**src/rtl/mem_port_arbiter_pkg.sv**
```systemverilog
// Shared definitions for the instruction/data memory-port arbiter:
// FSM state encoding and requester IDs.
package mem_port_arbiter_pkg;

    typedef enum logic [1:0] {
        IDLE   = 2'd0,
        BUSY_I = 2'd1,
        BUSY_D = 2'd2
    } arb_state_t;

    typedef enum logic {
        REQ_I = 1'b0,
        REQ_D = 1'b1
    } req_id_t;

    function automatic req_id_t other_req(input req_id_t id);
        return (id == REQ_I) ? REQ_D : REQ_I;
    endfunction

endpackage

```
**src/rtl/mem_port_arbiter_mux.sv**
```systemverilog
// Generic 2-to-1 mux: s = 0 selects a, s = 1 selects b.
module mem_port_arbiter_mux #(
    parameter int W = 32
) (
    input  logic [W-1:0] a,
    input  logic [W-1:0] b,
    input  logic         s,
    output logic [W-1:0] y
);

    assign y = s ? b : a;

endmodule

```
**src/rtl/mem_port_arbiter.sv**
```systemverilog
// Arbitrates one shared memory port between an instruction-fetch and a data
// requester, with round-robin tie-break, per-transaction timeout and done pulses.
module mem_port_arbiter
    import mem_port_arbiter_pkg::*;
#(
    parameter int DATA_W  = 32,
    parameter int ADDR_W  = 32,
    parameter int TIMEOUT = 16
) (
    input  logic              clk,
    input  logic              reset,
    input  logic              req_i,
    input  logic [ADDR_W-1:0] addr_i,
    input  logic              req_d,
    input  logic [ADDR_W-1:0] addr_d,
    input  logic [DATA_W-1:0] wdata_d,
    input  logic              we_d,
    input  logic              mem_ack,
    input  logic [DATA_W-1:0] mem_rdata,
    output logic              mem_req,
    output logic [ADDR_W-1:0] mem_addr,
    output logic [DATA_W-1:0] mem_wdata,
    output logic              mem_we,
    output logic              sel,
    output logic              ack_i,
    output logic              ack_d,
    output logic [DATA_W-1:0] rdata,
    output logic              err
);

    localparam int               CNT_W    = $clog2(TIMEOUT);
    localparam logic [CNT_W-1:0] CNT_LAST = CNT_W'(TIMEOUT - 1);

    arb_state_t        state, state_nxt;
    req_id_t           last_served, winner;
    logic              grant, done, expire;
    logic [CNT_W-1:0]  wait_cnt;
    logic [ADDR_W-1:0] addr_win;

    mem_port_arbiter_mux #(.W(ADDR_W)) u_addr_mux (
        .a (addr_i),
        .b (addr_d),
        .s (winner),
        .y (addr_win)
    );

    // NOTE: sequential state uses non-blocking assignments so every register
    // samples pre-edge values regardless of statement order.
    always_ff @(posedge clk or posedge reset) begin
        if (reset) state <= IDLE;
        else       state <= state_nxt;
    end

    always_comb begin
        // NOTE: every signal driven here gets a default first, so no path
        // through the case can leave it unassigned and infer a latch.
        state_nxt = state;
        grant     = 1'b0;
        winner    = REQ_I;
        done      = 1'b0;
        expire    = 1'b0;
        unique case (state)
            IDLE: begin
                grant = req_i | req_d;
                if (req_i && req_d) winner = other_req(last_served);
                else if (req_d)     winner = REQ_D;
                if (grant) state_nxt = (winner == REQ_D) ? BUSY_D : BUSY_I;
            end
            BUSY_I, BUSY_D: begin
                // A completion on the final wait cycle beats the timeout.
                if (mem_ack) begin
                    done      = 1'b1;
                    state_nxt = IDLE;
                end else if (wait_cnt == CNT_LAST) begin
                    expire    = 1'b1;
                    state_nxt = IDLE;
                end
            end
            default: state_nxt = IDLE;
        endcase
    end

    assign mem_req = (state != IDLE);

    always_ff @(posedge clk or posedge reset) begin
        if (reset) begin
            mem_addr    <= '0;
            mem_wdata   <= '0;
            mem_we      <= 1'b0;
            sel         <= 1'b0;
            ack_i       <= 1'b0;
            ack_d       <= 1'b0;
            err         <= 1'b0;
            rdata       <= '0;
            wait_cnt    <= '0;
            last_served <= REQ_I;
        end else begin
            ack_i <= done && (state == BUSY_I);
            ack_d <= done && (state == BUSY_D);
            err   <= expire;

            // Port-side outputs load only on grant and hold for the transaction.
            if (grant) begin
                mem_addr  <= addr_win;
                mem_wdata <= (winner == REQ_D) ? wdata_d : '0;
                mem_we    <= (winner == REQ_D) && we_d;
                sel       <= winner;
                wait_cnt  <= '0;
            end else if (mem_req && !done && !expire) begin
                wait_cnt  <= wait_cnt + 1'b1;
            end

            if (done) begin
                rdata       <= mem_rdata;
                last_served <= (state == BUSY_D) ? REQ_D : REQ_I;
            end
        end
    end

endmodule

```
**config.mk**
```make
export PLATFORM = sky130hd
export DESIGN_NAME = mem_port_arbiter
export DESIGN_NICKNAME = d
export VERILOG_FILES = /design/src/rtl/mem_port_arbiter_pkg.sv /design/src/rtl/mem_port_arbiter_mux.sv /design/src/rtl/mem_port_arbiter.sv
export SDC_FILE = /design/constraint.sdc
export NUM_CORES = 1
export LEC_CHECK = 0
export CAP_MARGIN = 20
export CORE_ASPECT_RATIO = 1.75
export CORE_MARGIN = 2
export CORE_UTILIZATION = 40
export CTS_CLUSTER_SIZE = 24
export DETAILED_ROUTE_END_ITERATION = 6
export PLACE_DENSITY = 0.8
export SYNTH_ARGS = -nofsm -noshare
export SYNTH_HDL_FRONTEND = slang
export SYNTH_SLANG_ARGS = --single-unit
```
**constraint.sdc**
```tcl
create_clock -name clk -period 4.1 [get_ports clk]
set_input_delay 0.615 -clock clk [delete_from_list [all_inputs] [get_ports clk]]
set_output_delay 0.615 -clock clk [all_outputs]
set_load 0.01 [all_outputs]
```
==> metrics.yaml, run 1 <==
relSlewSlack_pct: 38.8
synth-compound-area-share_pct: 26.1
cts.path.max_buffers: 2
fin_setup_tns_ns: 0
cts_tree: "yes"
maxSlewViolCount: 0
gp_congestion: 0.823
synth_top_family_by_area: "compound AO/OA/AOI/OAI gates"
clock_latency_ns: 0.34
finalHoldViolCount: 0
drtPass1Iterations: 4
synthTopCellsByCount: "dfrtp_1 (108), a22o_1 (65), o2bb2ai_1 (34), mux2_2 (32), o21bai_1 (32)"
r2r-start: "state[0]"
synth_area_sq_um: 4650
arrival_ns: 1.89
synthMostInstantiatedCell: "dfrtp_1"
hold_path_end: "sel"
synthTopCellsByArea: "dfrtp_1 (58%), a22o_1 (12%), mux2_2 (7.7%), o2bb2ai_1 (6.4%), o21bai_1 (5.2%)"
worstPathRequired_ns: 3.48
muxShareOfSynthArea_pct: 7.75
root_buffer: "clkbuf_16"
p_leak_uw: 0.00312
synth-xor-area-share_pct: 0
num_rows: 52
fmax_mhz: 398
startpoint_type: "flip-flop"
fin_nets: 710
dp_hpwl_microns: 9750
period_share_pct: 61.2
hold_slack_ns: 0.484
viasPerCell: 5.45
synth.distinct_cells: 37
clock_sinks: 108
drive_gt1_share_pct: 10.4
post_cts_resized: 0
synth_ff_type: "dfrtp_1"
grt_max_degree: 89
dieArea_sq_um: 12500
diodes: 0
antenna_found_initial: 0
top_layer_used: "met4"
cap_viol_max_count: 0
postSynthAreaPerCell_sq_um: 13.3
worstPathMaxFanout: 10
yosys.area.top_type: "dfrtp_1"
regToRegSetupSlack_ns: 1.76
reg2reg_to: "mem_wdata[13]"
m1WireLength_microns: 4850
synthToLayoutAreaGrowth_pct: 59.5
synth_simple_gate_area_share_pct: 2.93
hold_path_depth: 1
clkSlewWorstSetupHoldPaths_ns: 0.07
ir_worst_vdd_mv: 0.379
start_util_pct: 40.6
yosysSeqAreaShare_pct: 58.1
core_area_sq_um: 11500
timing.final.ws_setup_ns: 1.59
port_buffers: 235
cts_hold_buf: 0
cts_htree_levels: 3
synthAdderAreaFrac_pct: 1.08
reg2regPathDepth: 6
syn-num-nets: 488
dp_slack_ns: 1.44
rsz0062_at_grt: "no"
io_pins: 236
cts_made_buffers: 9
status: "finished clean"
synth-seq-cells: 108
yosysTopAreaCellShare_pct: 58.1
via_count: 3877
clock_skew_ns: 0.0112
power_per_cell_area_nw_per_um2: 750
drt_wl_total_microns: 13400
worstSetupEndpointType: "primary output"
hp-class: "reg2reg"
met3WireLength_microns: 823
die_w_microns: 85.5
hold_path_startpoint: "sel"
setup_viol_count_final: 0
grt_use_total_pct: 21.3
grt_pass1_vias: 4265
power_uw: 5560
synthCells: 350
async_flop_share_pct: 100
wl_per_cell_microns: 18.9
synth-edff-count: 0
critical_path_class: "reg2out"
drcViolationCount: 0
grt_pass1_wl_microns: 21100
yosysWarnings: 0
postCtsSetupBuffers: 0
dr_wl_met2_microns: 7460
gr-total-overflow: 0
ant_nets: 0
tightest_slew_ns: 0.916
timing.final.crit_period_ns: 2.51
drt_iter0_drc: 145
dieHeight_microns: 147
[routing by layer]
metal,GRT usage [%],vias to the layer above
met2,39.3,170
met5,0,-
li1,-,1776
met4,8.10,0
met1,23.1,1906
met3,4.64,25
[flip-flops by register name, summed over array words and instances (netlist names)]
name / count
mem_addr: 32
mem_wdata: 32
rdata: 32
wait_cnt: 4
state: 2
ack_d: 1
ack_i: 1
err: 1
last_served: 1
mem_we: 1
sel: 1
[through the flow]
| step | cell area [sq um] | util [%] | instances |
|---|---|---|---|
| 2_1_floorplan | 4650 | - | 350 |
| 3_3_place_gp | 7060 | 61.7 | 693 |
| 3_5_place_dp | 7090 | 61.9 | 694 |
| 4_1_cts | 7360 | 64.3 | 710 |
| 5_1_grt | 7420 | 64.8 | 712 |
| 6_report | 7420 | 64.8 | 712 |
[cell families (layout without fill, tap and decap cells)]
group,after synthesis,in the layout
compound gates,146,146
buf+inv,38,265
fa+ha+maj,4,4
mux,32,32
simple gates,22,22
flops,108,108
[cells in the final DEF, fill, tap and decap left out, types with 5 or more instances in the layout]
cell,instances
a22o_1,65
buf_4,6
clkbuf_16,9
clkdlybuf4s50_1,235
dfrtp_1,108
mux2_2,32
nand2_1,5
o21bai_1,32
o2bb2ai_1,34
[area by class of cell]
| cell class | instances | area, sq um |
|---|---|---|
| Multi-Input combinational cell | 204 | 1770 |
| Sequential cell | 108 | 2700 |
| Timing Repair Buffer | 244 | 2480 |
| Fill cell | 883 | 4030 |
| Tap cell | 135 | 169 |
| Clock buffer | 11 | 233 |
| Clock inverter | 5 | 38.8 |
| Inverter | 5 | 21.3 |
[critical path, stage by stage (launching register included)]
cell and delay, ns:
dfrtp_1 0.38, inv_1 0.10, ha_1 0.39, inv_1 0.15, clkdlybuf4s50_1 0.54
[worst max-delay path by stage]
| stage | to | startpoint |
|---|---|---|
| 2_1_floorplan | ack_d | reset |
| 3_3_place_gp | mem_addr[23] | req_i |
| 3_5_place_dp | mem_wdata[14] | req_d |
| 4_1_cts | mem_req | state[0] |
| 5_1_grt | mem_req | state[1] |
| 6_report | mem_req | state[0] |
[where the power goes]
part / switching [uW] / internal, uW / total, uW
Combinational: 1230 / 1650 / 2870
Sequential: 301 / 1590 / 1890
Clock: 386 / 414 / 800
Note: power is estimated with default switching activity, not from simulation.
==> run 2: changes to the inputs <==
==> constraint.sdc (replaced) <==
create_clock -name clk -period 2.6 [get_ports clk]
set_input_delay 0.39 -clock clk [delete_from_list [all_inputs] [get_ports clk]]
set_output_delay 0.39 -clock clk [all_outputs]
set_load 0.01 [all_outputs]
==> run 2 against run 1 <==
  * Sequential share of layout area about the same
  * Clock power increased by 69%
  * Wire length decreased by 1.5%
  * Non-clock buffer count increased by 1
==> metrics.yaml, run 2 (synthesis results as in run 1) <==
clock_sinks: 108
switching_share_pct: 33.7
arrival_ns: 1.89
status: "finished clean"
drtPass1Iterations: 4
cts_htree_levels: 3
cts_made_buffers: 9
fill_cells: 897
worstPathRequired_ns: 2.21
wl_per_cell_microns: 18.6
root_buffer: "clkbuf_16"
grt_pass1_wl_microns: 21000
hp-class: "reg2reg"
startpoint_type: "flip-flop"
internal_power_uw: 5870
antenna_found_initial: 0
tightest_slew_ns: 0.825
synthToLayoutAreaGrowth_pct: 59.7
busiest_layer: "met2"
clock_skew_ns: 0.00800
rsz0062_at_grt: "no"
pwr-share-comb_pct: 50.9
grt_use_total_pct: 21.1
dieArea_sq_um: 12500
finalHoldViolCount: 0
ant_nets: 0
timing.final.crit_period_ns: 2.28
register_area_sq_um: 2700
relSlewSlack_pct: 44.9
dp_hpwl_microns: 9920
worstSetupEndpointType: "primary output"
drive_gt1_share_pct: 10.6
final_cell_mix: "clkdlybuf4s50_1 (235), dfrtp_1 (108), a22o_1 (65)"
p_leak_uw: 0.00314
die_w_microns: 85.5
viasPerCell: 5.44
ir_worst_vdd_mv: 0.639
grt_pass1_vias: 4343
drcViolationCount: 0
power_uw: 8850
period_share_pct: 87.7
core_area_sq_um: 11500
multi_input_area_sq_um: 1770
drt_wl_total_microns: 13300
clock_latency_ns: 0.34
cap_viol_max_count: 0
cts.path.max_buffers: 2
power_per_cell_area_nw_per_um2: 1190
grt_util_met1_pct: 23.0
drt_iter0_drc: 141
diodes: 0
reg_top3: "mem_addr (32), mem_wdata (32), rdata (32)"
setup_viol_count_final: 0
post_cts_resized: 0
fin_setup_tns_ns: 0
gr-total-overflow: 0
critical_path_class: "reg2out"
dieHeight_microns: 147
maxSlewViolCount: 0
num_rows: 52
fmax_mhz: 438
clkSlewWorstSetupHoldPaths_ns: 0.07
p_sw_uw: 2980
gp_congestion: 0.805
fin_nets: 711
grt.met2_usage_pct: 37.5
grt_max_degree: 84
io_pins: 236
cts_hold_buf: 0
cts_tree: "yes"
port_buffers: 235
p_clk_share_pct: 15.2
hold_slack_ns: 0.481
via_count: 3880
postCtsSetupBuffers: 0
layout_commonest_cell: "clkdlybuf4s50_1"
fin_util_pct: 64.9
start_util_pct: 40.6
use_met3_pct: 5.26
seq_power_share_pct: 33.9
worstPathMaxFanout: 10
## run 2: cell types whose count changed in the layout (fill, tap and decap cells not counted)
cell / change
buf_12: +3
buf_16: -3
buf_4: +1
bufinv_16: +1
clkbuf_8: +1
clkinv_2: +2
clkinvlp_4: -3
inv_4: -1
## run 2: final timing paths
check,start,endpoint,slack (ns),cells past startpoint
max,state[0],mem_req,0.32,4
min,sel,sel,0.48,1
max reg2reg,state[0],mem_wdata[13],0.53,5
min reg2reg,sel,sel,0.48,1
max in group asynchronous,reset,mem_addr[2],1.72,3
min in group asynchronous,reset,rdata[18],0.51,3
## run 2: final cells by class
| cell class | instances | area share, % |
|---|---|---|
| tap | 135 | 2.27 |
| timing repair buffer | 245 | 33.2 |
| clock inverter | 4 | 0.657 |
| inverter | 5 | 0.303 |
| sequential | 108 | 36.4 |
| clock buffer | 12 | 3.32 |
| multi-input combinational | 204 | 23.9 |
## run 2: routing by layer
layer / vias up / wire, microns
met5: - / 0
met4: 0 / 558
met3: 39 / 839
met2: 175 / 6990
met1: 1892 / 4860
li1: 1774 / -
## run 2: power by group through the flow
stage / Clock (uW) / Sequential (uW) / Combinational, uW
4_1_cts: 1390 / 3000 / 4560
2_1_floorplan: 0 / 3310 / 1920
5_1_grt: 1470 / 3100 / 4810
3_5_place_dp: 0 / 2990 / 4550
6_report: 1350 / 3000 / 4510
3_3_place_gp: 0 / 2980 / 4410
## run 2: metrics by stage
step	instance area [sq um]	cells	setup WS, ns
after detailed placement	7130	697	0.286
final	7430	713	0.319
after floorplan	4660	350	0.908
after CTS	7430	713	0.313
after global routing	7430	713	0.173
after global placement	7130	697	0.417
## run 2: critical path: stages (launching register included)
cell	delay [ns]
dfrtp_1	0.38
inv_1	0.11
ha_1	0.40
inv_1	0.15
clkdlybuf4s50_1	0.52
==> run 3: changes to the inputs <==
--- a/config.mk
+++ b/config.mk
@@ -8,10 +8,10 @@
 export CAP_MARGIN = 20
 export CORE_ASPECT_RATIO = 1.75
 export CORE_MARGIN = 2
-export CORE_UTILIZATION = 40
+export CORE_UTILIZATION = 45
 export CTS_CLUSTER_SIZE = 24
 export DETAILED_ROUTE_END_ITERATION = 6
-export PLACE_DENSITY = 0.8
+export DONT_BUFFER_PORTS = 1
 export SYNTH_ARGS = -nofsm -noshare
 export SYNTH_HDL_FRONTEND = slang
 export SYNTH_SLANG_ARGS = --single-unit
==> run 3 against run 2 <==
  * The run now ends with hold timing left
  * Sequential cell count stayed put
  * Cell count shrank 34%
  * Setup slack better by 0.33 ns
  * Via count fell by 23%
  * Wire length is 18% lower
  * Sequential power is 17% higher
  * Maximum frequency up 17%
  * Critical path type is now reg2reg
  * Highest routed layer unchanged
==> metrics.yaml, run 3 (synthesis results as in run 1) <==
status: "complete, but fails checks"
violations: "hold timing"
relSlewSlack_pct: 52.6
clock_sinks: 108
maxSlewViolCount: 0
dp_hpwl_microns: 7850
max_stage_delay_ns: 0.39
dieHeight_microns: 139
cp_top_family: "simple AND/OR/NAND/NOR gates"
cts_hold_buf: 0
startpoint_type: "flip-flop"
drtPass1Iterations: 4
gr-total-overflow: 0
viasPerCell: 6.39
clkSlewWorstSetupHoldPaths_ns: 0.08
arrival_ns: 2.24
finalHoldViolCount: 2
core_area_sq_um: 10200
layout_commonest_cell: "dfrtp_1"
final_cell_mix: "dfrtp_1 (108), a22o_1 (65), o2bb2ai_1 (34)"
hold_slack_ns: -0.00539
worstPathRequired_ns: 2.89
gp_congestion: 0.786
wl_per_cell_microns: 23.0
worstSetupEndpointType: "flip-flop"
tightest_slew_ns: 0.708
fmax_mhz: 512
die_w_microns: 80.9
setup_viol_count_final: 0
synthToLayoutAreaGrowth_pct: 9.82
clock_latency_ns: 0.34
grt_use_total_pct: 19.8
cts_made_buffers: 9
grt_pass1_wl_microns: 17200
io_pins: 236
placed_cells: 454
drt_iter0_drc: 115
fin_setup_tns_ns: 0
ir_worst_vdd_mv: 0.597
reg_top3: "mem_addr (32), mem_wdata (32), rdata (32)"
slowest_stage: "ha_1"
root_buffer: "clkbuf_16"
post_cts_resized: 0
hp-class: "in2async"
cp_cell_sequence: "inv_1, ha_1, nand2_1, nor2_4, buf_4, a22o_1"
drcViolationCount: 0
timing.final.crit_period_ns: 1.95
fill_cells: 918
cts_htree_levels: 3
postCtsSetupBuffers: 0
clock_skew_ns: 0.0105
fin_cells: 470
grt_pass1_vias: 3192
antenna_found_initial: 0
grt_max_degree: 51
cts.path.max_buffers: 2
start_util_pct: 45.7
via_count: 3004
fin_nets: 476
num_rows: 49
period_share_pct: 75.2
drive_gt1_share_pct: 18.4
cts_tree: "yes"
critical_path_class: "reg2reg"
port_buffers: 0
rsz0062_at_grt: "no"
power_per_cell_area_nw_per_um2: 1420
drt_wl_total_microns: 10800
worstPathMaxFanout: 25
cap_viol_max_count: 0
p_leak_uw: 0.00225
ant_nets: 0
diodes: 0
crit_buf_inv: 2
dieArea_sq_um: 11200
-- run 3: layout make-up --
type                       instances  area, sq um  share of cell area (%)
sequential                       108         2700                    52.9
tap                              127          159                    3.11
clock buffer                       9          225                    4.41
multi-input combinational        204         1770                    34.7
timing repair buffer              10          120                    2.35
clock inverter                     7          105                    2.06
inverter                           5         22.5                   0.441
-- run 3: worst reg2reg max path, stage by stage (launching register included) --
cell and delay, ns:
dfrtp_1 0.38, inv_1 0.10, ha_1 0.39, nand2_1 0.18
nor2_4 0.30, buf_4 0.35, a22o_1 0.20
-- run 3: final timing paths --
path | start | to | slack [ns] | depth (start not counted)
setup / recovery | state[0] | mem_wdata[9] | 0.65 | 6
hold / removal | reset | mem_wdata[26] | -0.005 | 1
setup reg to reg | state[0] | mem_wdata[9] | 0.65 | 6
hold reg to reg | wait_cnt[3] | wait_cnt[3] | 0.54 | 1
max in group asynchronous | reset | rdata[6] | 1.80 | 2
min in group clk | mem_ack | err | 0.11 | 1
-- run 3: power by group --
| group | total, uW | switching [uW] | internal [uW] |
|---|---|---|---|
| Sequential | 3500 | 996 | 2510 |
| Clock | 1490 | 628 | 860 |
| Combinational | 2250 | 1110 | 1150 |
| Total | 7250 | 2730 | 4520 |
-- run 3: per-layer routing --
layer  part of all wire, %  vias up  global-route usage [%]
li1                      -     1307                       -
met1                    36     1520                    23.7
met2                    53      155                    32.5
met3                   8.4       22                    5.29
met4                   3.0        0                    9.01
met5                     0        -                       0
-- run 3: through the flow --
step / instance area [sq um] / hold slack, ns / setup WS (ns) / power, uW / util, %
floorplan: 4660 / 0.460 / 0.908 / 5230 / -
global placement: 4750 / 0.375 / 0.727 / 5700 / 46.7
detailed placement: 4780 / 0.391 / 0.614 / 5830 / 47.0
CTS: 5110 / 0.0167 / 0.604 / 7340 / 50.2
global route: 5110 / 0.0533 / 0.486 / 7730 / 50.2
finish: 5110 / -0.00539 / 0.645 / 7250 / 50.2
==> RTL change 1: new RTL, flow settings as in run 1 <==
Encoding of `arb_state_t`: now one-hot (3 bits for 3 states).
--- a/src/rtl/mem_port_arbiter_pkg.sv
+++ b/src/rtl/mem_port_arbiter_pkg.sv
@@ -2,10 +2,10 @@
 // FSM state encoding and requester IDs.
 package mem_port_arbiter_pkg;
 
-    typedef enum logic [1:0] {
-        IDLE   = 2'd0,
-        BUSY_I = 2'd1,
-        BUSY_D = 2'd2
+    typedef enum logic [2:0] {
+        IDLE   = 3'b001,
+        BUSY_I = 3'b010,
+        BUSY_D = 3'b100
     } arb_state_t;
 
     typedef enum logic {
Formal check against the unedited RTL: same outputs for any inputs over 10 cycles, from zero or initial values and one cycle with reset high; not proved beyond that.
==> RTL change 1 against run 1 <==
  * Power down 12%
  * Cell area down 4.1%
  * Routed wire length down 16%
  * Via count down 12%
  * Sequential share of layout area up 1.9 points
  * Sequential cell count up 1
  * Worst setup slack better by 6.7 ps
  * Cell count down 2.8%
  * Combinational power down 24%
  * Synthesized area down 6.0%
  * Critical endpoint unchanged
==> RTL change 1: results (changes against run 1) <==
Synthesis
  – #FFs+latches synth: 109 (+0.93%)
  – Top cells by count, synth: dfrtp_1 (108), nand2_1 (35), a22o_1 (33)
  – XOR/XNOR share of the synthesized area: 0.00200 (+0.00200)
  – Post-Syn Nets: 465 (-4.7%)
  – Compound-gate portion of the synthesized area: 0.126 (-0.135)
  – Register area share after synthesis: 0.624 (+0.0431)
  – Average cell area after synthesis: 13.3 µm² (-0.30%)

Routing
  – Met2 wire len: 6260 µm (-16%)

Placed design
  – Pre-CTS WS: 1320 ps (-115 ps)
  – Hpwl dp: 8630 µm (-12%)

STA
  – Skew final: 10.5 ps (-0.749 ps)

Layout
  – Layout cell share with drive strength beyond 1: 0.105 (+0.000996)
  – Non-clk invs: 4 (-1)
  – NonClk Buf Share: 0.336 (+0.00168)
  – Sequential cell area: 2730 µm² (+0.97%)
  – FILL cells: 840 (-4.9%)
  – Clock buffers and inverters, area share: 0.0454 (+0.00878)
  – Fin util: 0.665 (+0.0171)

GRT
  – Met1 Usage GRT: 0.194 (-0.0368)
  – Vias in the first global route: 3622 (-15%)
  – First-pass GRT wire length: 18000 µm (-14%)
  – GRT Total Usage: 0.192 (-0.0206)
  – Met3 Use GR: 0.0580 (+0.0117)

Outcome
  – Status: finished, final reports clean

Floorplanning
  – Core area: 10700 µm² (-6.6%)

Critical path
  – CP max FO: 6 (-4)
  – Worst path slowest cell: dfstp_2

Pwr
  – P_leak: 3.05 nW (-2.2%)
==> RTL change 1: cell count changes in the layout (fill, tap and decap cells not counted), sizes merged, moves of 3 or more <==
cell            run 1  this run
o21ai               2        36
a22o               65        33
ha                  4         1
nand2               5        35
buf                 9         5
mux2i               0        32
o21bai             32         1
o2bb2ai            34         0
==> RTL change 1: power by group <==
part / internal [mW] / total (mW) / switching (mW)
combinational: 1.26 / 2.18 / 0.925
sequential: 1.55 / 1.81 / 0.261
clock: 0.551 / 0.923 / 0.372
==> RTL change 1: final timing paths <==
path | start | end | slack (ps) | cells after the start
worst max register to register | state[0] | mem_wdata[15] | 1850 | 3
worst max-delay path | state[0] | mem_req | 1600 | 2
worst min register to register | sel | sel | 480 | 1
max in group asynchronous | reset | state[0] | 2600 | 3
min in group asynchronous | reset | rdata[4] | 640 | 2
worst min-delay path | sel | sel | 480 | 1
==> RTL change 1: worst max-delay path: cells and delay by family (launching register included) <==
kind / cells / cell delay (ps)
flops: 1 / 570
buf+inv: 1 / 530
simple gates: 1 / 460
==> RTL change 2: new RTL, settings of run 1 <==
Made on the original files. Set the parameter `TIMEOUT` to 32 (it was 16).
--- a/src/rtl/mem_port_arbiter.sv
+++ b/src/rtl/mem_port_arbiter.sv
@@ -5,7 +5,7 @@
 #(
     parameter int DATA_W  = 32,
     parameter int ADDR_W  = 32,
-    parameter int TIMEOUT = 16
+    parameter int TIMEOUT = 32
 ) (
     input  logic              clk,
     input  logic              reset,
Formal check against the unedited RTL: no difference found for any inputs over 10 cycles, from zero or initial values and one cycle with reset high; that may be too few to reach the edited logic, so the function may still have changed.
==> RTL change 2 against run 1 <==
  * Synthesized area is 3.4% higher
  * Cell area is 0.27% lower
  * Register-to-register slack worse by 230 ps
  * Routed wire length is 3.9% lower
  * Die area is 3.3% higher
  * Power is 6.1% lower
  * Worst setup slack worse by 140 ps
  * Global-route usage is 1.6 points lower
  * Critical path depth stayed put
  * Sequential cell count is 1 higher
  * Cell count is 0.42% lower
  * Clock skew is 2.0 ps lower
  * Hold slack better by 7.3 ps
  * Core utilization is 2.5 points lower
  * Largest power group unchanged
  * Highest routed layer unchanged
==> RTL change 2: results (changes against run 1) <==
Routing
  – Final ANT Viol Nets: 0 (unchanged)
  – Routed length per instance: 18.2 µm (-3.5%)
  – DRT iter0 DRCs: 80 (-45%)
  – DR pass1 iterations: 4 (unchanged)
  – Vias/cell: 5.36 (-1.6%)

CTS
  – Clk buf depth: 2 (unchanged)
  – Post-CTS resize count: 0 (unchanged)
  – Clock root buffer: clkbuf_16
  – Cts bufs inserted: 9 (unchanged)
  – Post-CTS Setup Inserts: 0 (unchanged)
  – Worst-Skew Late Latency: 340 ps (about the same)
  – Worst-path clk slew: 70 ps (about the same)
  – H-tree depth: 3 (unchanged)

Pwr
  – Peak VDD IR: 0.322 mV (-15%)
  – P_leak: 3.13 nW (+0.34%)
  – Sw power: 1.74 mW (-8.9%)

GRT
  – Largest net degree at the start of global routing: 60 (-33%)
  – Vias in the first global route: 3927 (-7.9%)
  – Initial antenna violation count: 0 (unchanged)
  – GRT Total Usage: 0.196 (-0.0161)
  – First-pass GRT wire length: 19900 µm (-5.6%)

Layout
  – Layout cell share with drive strength beyond 1: 0.107 (+0.00266)
  – Top Registers: mem_addr x32, mem_wdata x32, rdata x32
  – Final layout net count: 706 (-0.56%)
  – Ant. Diodes: 0 (unchanged)

Synthesis
  – Register area share after synthesis: 0.567 (-0.0140)
  – Fraction of registers with async set/reset: 1.00 (unchanged)
  – Top cells by area, synth: dfrtp_1 (57%), a22o_1 (12%), mux2_2 (7.5%)
  – Count of cell types in the netlist: 36 (-2.7%)
  – Top cells by count, synth: dfrtp_1 (109), a22o_1 (65), mux2_2 (32), o21bai_1 (32), o2bb2ai_1 (32)
  – Post-Syn Nets: 490 (+0.41%)
  – Synth warn: 0 (unchanged)

Critical path
  – CP max FO: 16 (+6)
  – Worst EP arrival: 2040 ps (+150 ps)

STA
  – Skew final: 9.23 ps (-1.98 ps)
  – Worst rel slew slack: 0.282 (-0.106)

Placed design
  – Hpwl dp: 9630 µm (-1.3%)
  – IO Port Bufs: 235 (unchanged)
  – Final Wtd Congestion: 0.743 (-9.8%)

Outcome
  – Status: finished, final reports clean

Worst hold path
  – Hold Crit Class: reg -> reg
==> RTL change 2: cell types whose count changed after synthesis, moves of 2 or more <==
cell / delta
buf_6: +9
buf_8: +3
a21o_1: -2
o2bb2ai_1: -2
clkbuf_1: -5
buf_2: -4
o32ai_1: +4
mux2i_1: +3
nand3_1: -2
==> RTL change 2: area by class of cell <==
cell class                      instances  area (µm²)
Fill cell                             951        4470
Sequential cell                       109        2730
Timing Repair Buffer                  240        2390
Multi-Input combinational cell        201        1790
Clock buffer                           11         253
Tap cell                              137         171
Clock inverter                          5        42.5
Inverter                                6        25.0
==> RTL change 2: logic make-up (layout without fill, tap and decap cells) <==
logic type	count (synthesis)	in the layout	synth area share
simple gates	17	17	0.0242
fa+ha+maj	5	5	0.0130
mux	35	35	0.0811
buf+inv	41	262	0.0616
compound gates	144	144	0.253
flops	109	109	0.567
==> RTL change 2: stage by stage <==
step	setup WS (ps)	cell area (µm²)	instances	hold WS (ps)
after floorplan	611	4810	351	446
after global placement	1510	7100	693	460
after detailed placement	1410	7100	693	474
after CTS	1450	7400	709	490
after global routing	1260	7400	709	510
final	1450	7400	709	491
==> RTL change 2: critical path: stages (launching register included) <==
cell	delay [ps]
dfrtp_1	410
inv_1	120
ha_1	550
inv_1	120
clkdlybuf4s50_1	510
==> RTL change 2: worst paths after layout <==
| path | from | end | cells past startpoint | slack [ps] |
|---|---|---|---|---|
| max in group asynchronous | reset | rdata[23] | 3 | 2480 |
| min | sel | sel | 1 | 490 |
| min reg2reg | sel | sel | 1 | 490 |
| max reg2reg | state[0] | mem_wdata[3] | 5 | 1530 |
| min in group asynchronous | reset | mem_addr[2] | 2 | 770 |
| max | state[0] | mem_req | 4 | 1450 |
==> RTL change 2: power by group through the flow <==
stage               Clock [mW]  Sequential, mW  Combinational, mW
floorplan                    0            2.03               1.16
global placement             0            1.83               2.50
detailed placement           0            1.85               2.59
CTS                      0.861            1.84               2.58
global route             0.907            1.89               2.74
finish                   0.837            1.84               2.55
==> RTL change 2: layer usage <==
| layer | track usage | vias to the layer above | part of all wire |
|---|---|---|---|
| met5 | 0 | - | 0 |
| li1 | - | 1767 | - |
| met4 | 0.0563 | 0 | 0.018 |
| met2 | 0.358 | 169 | 0.54 |
| met1 | 0.225 | 1842 | 0.38 |
| met3 | 0.0437 | 19 | 0.064 |
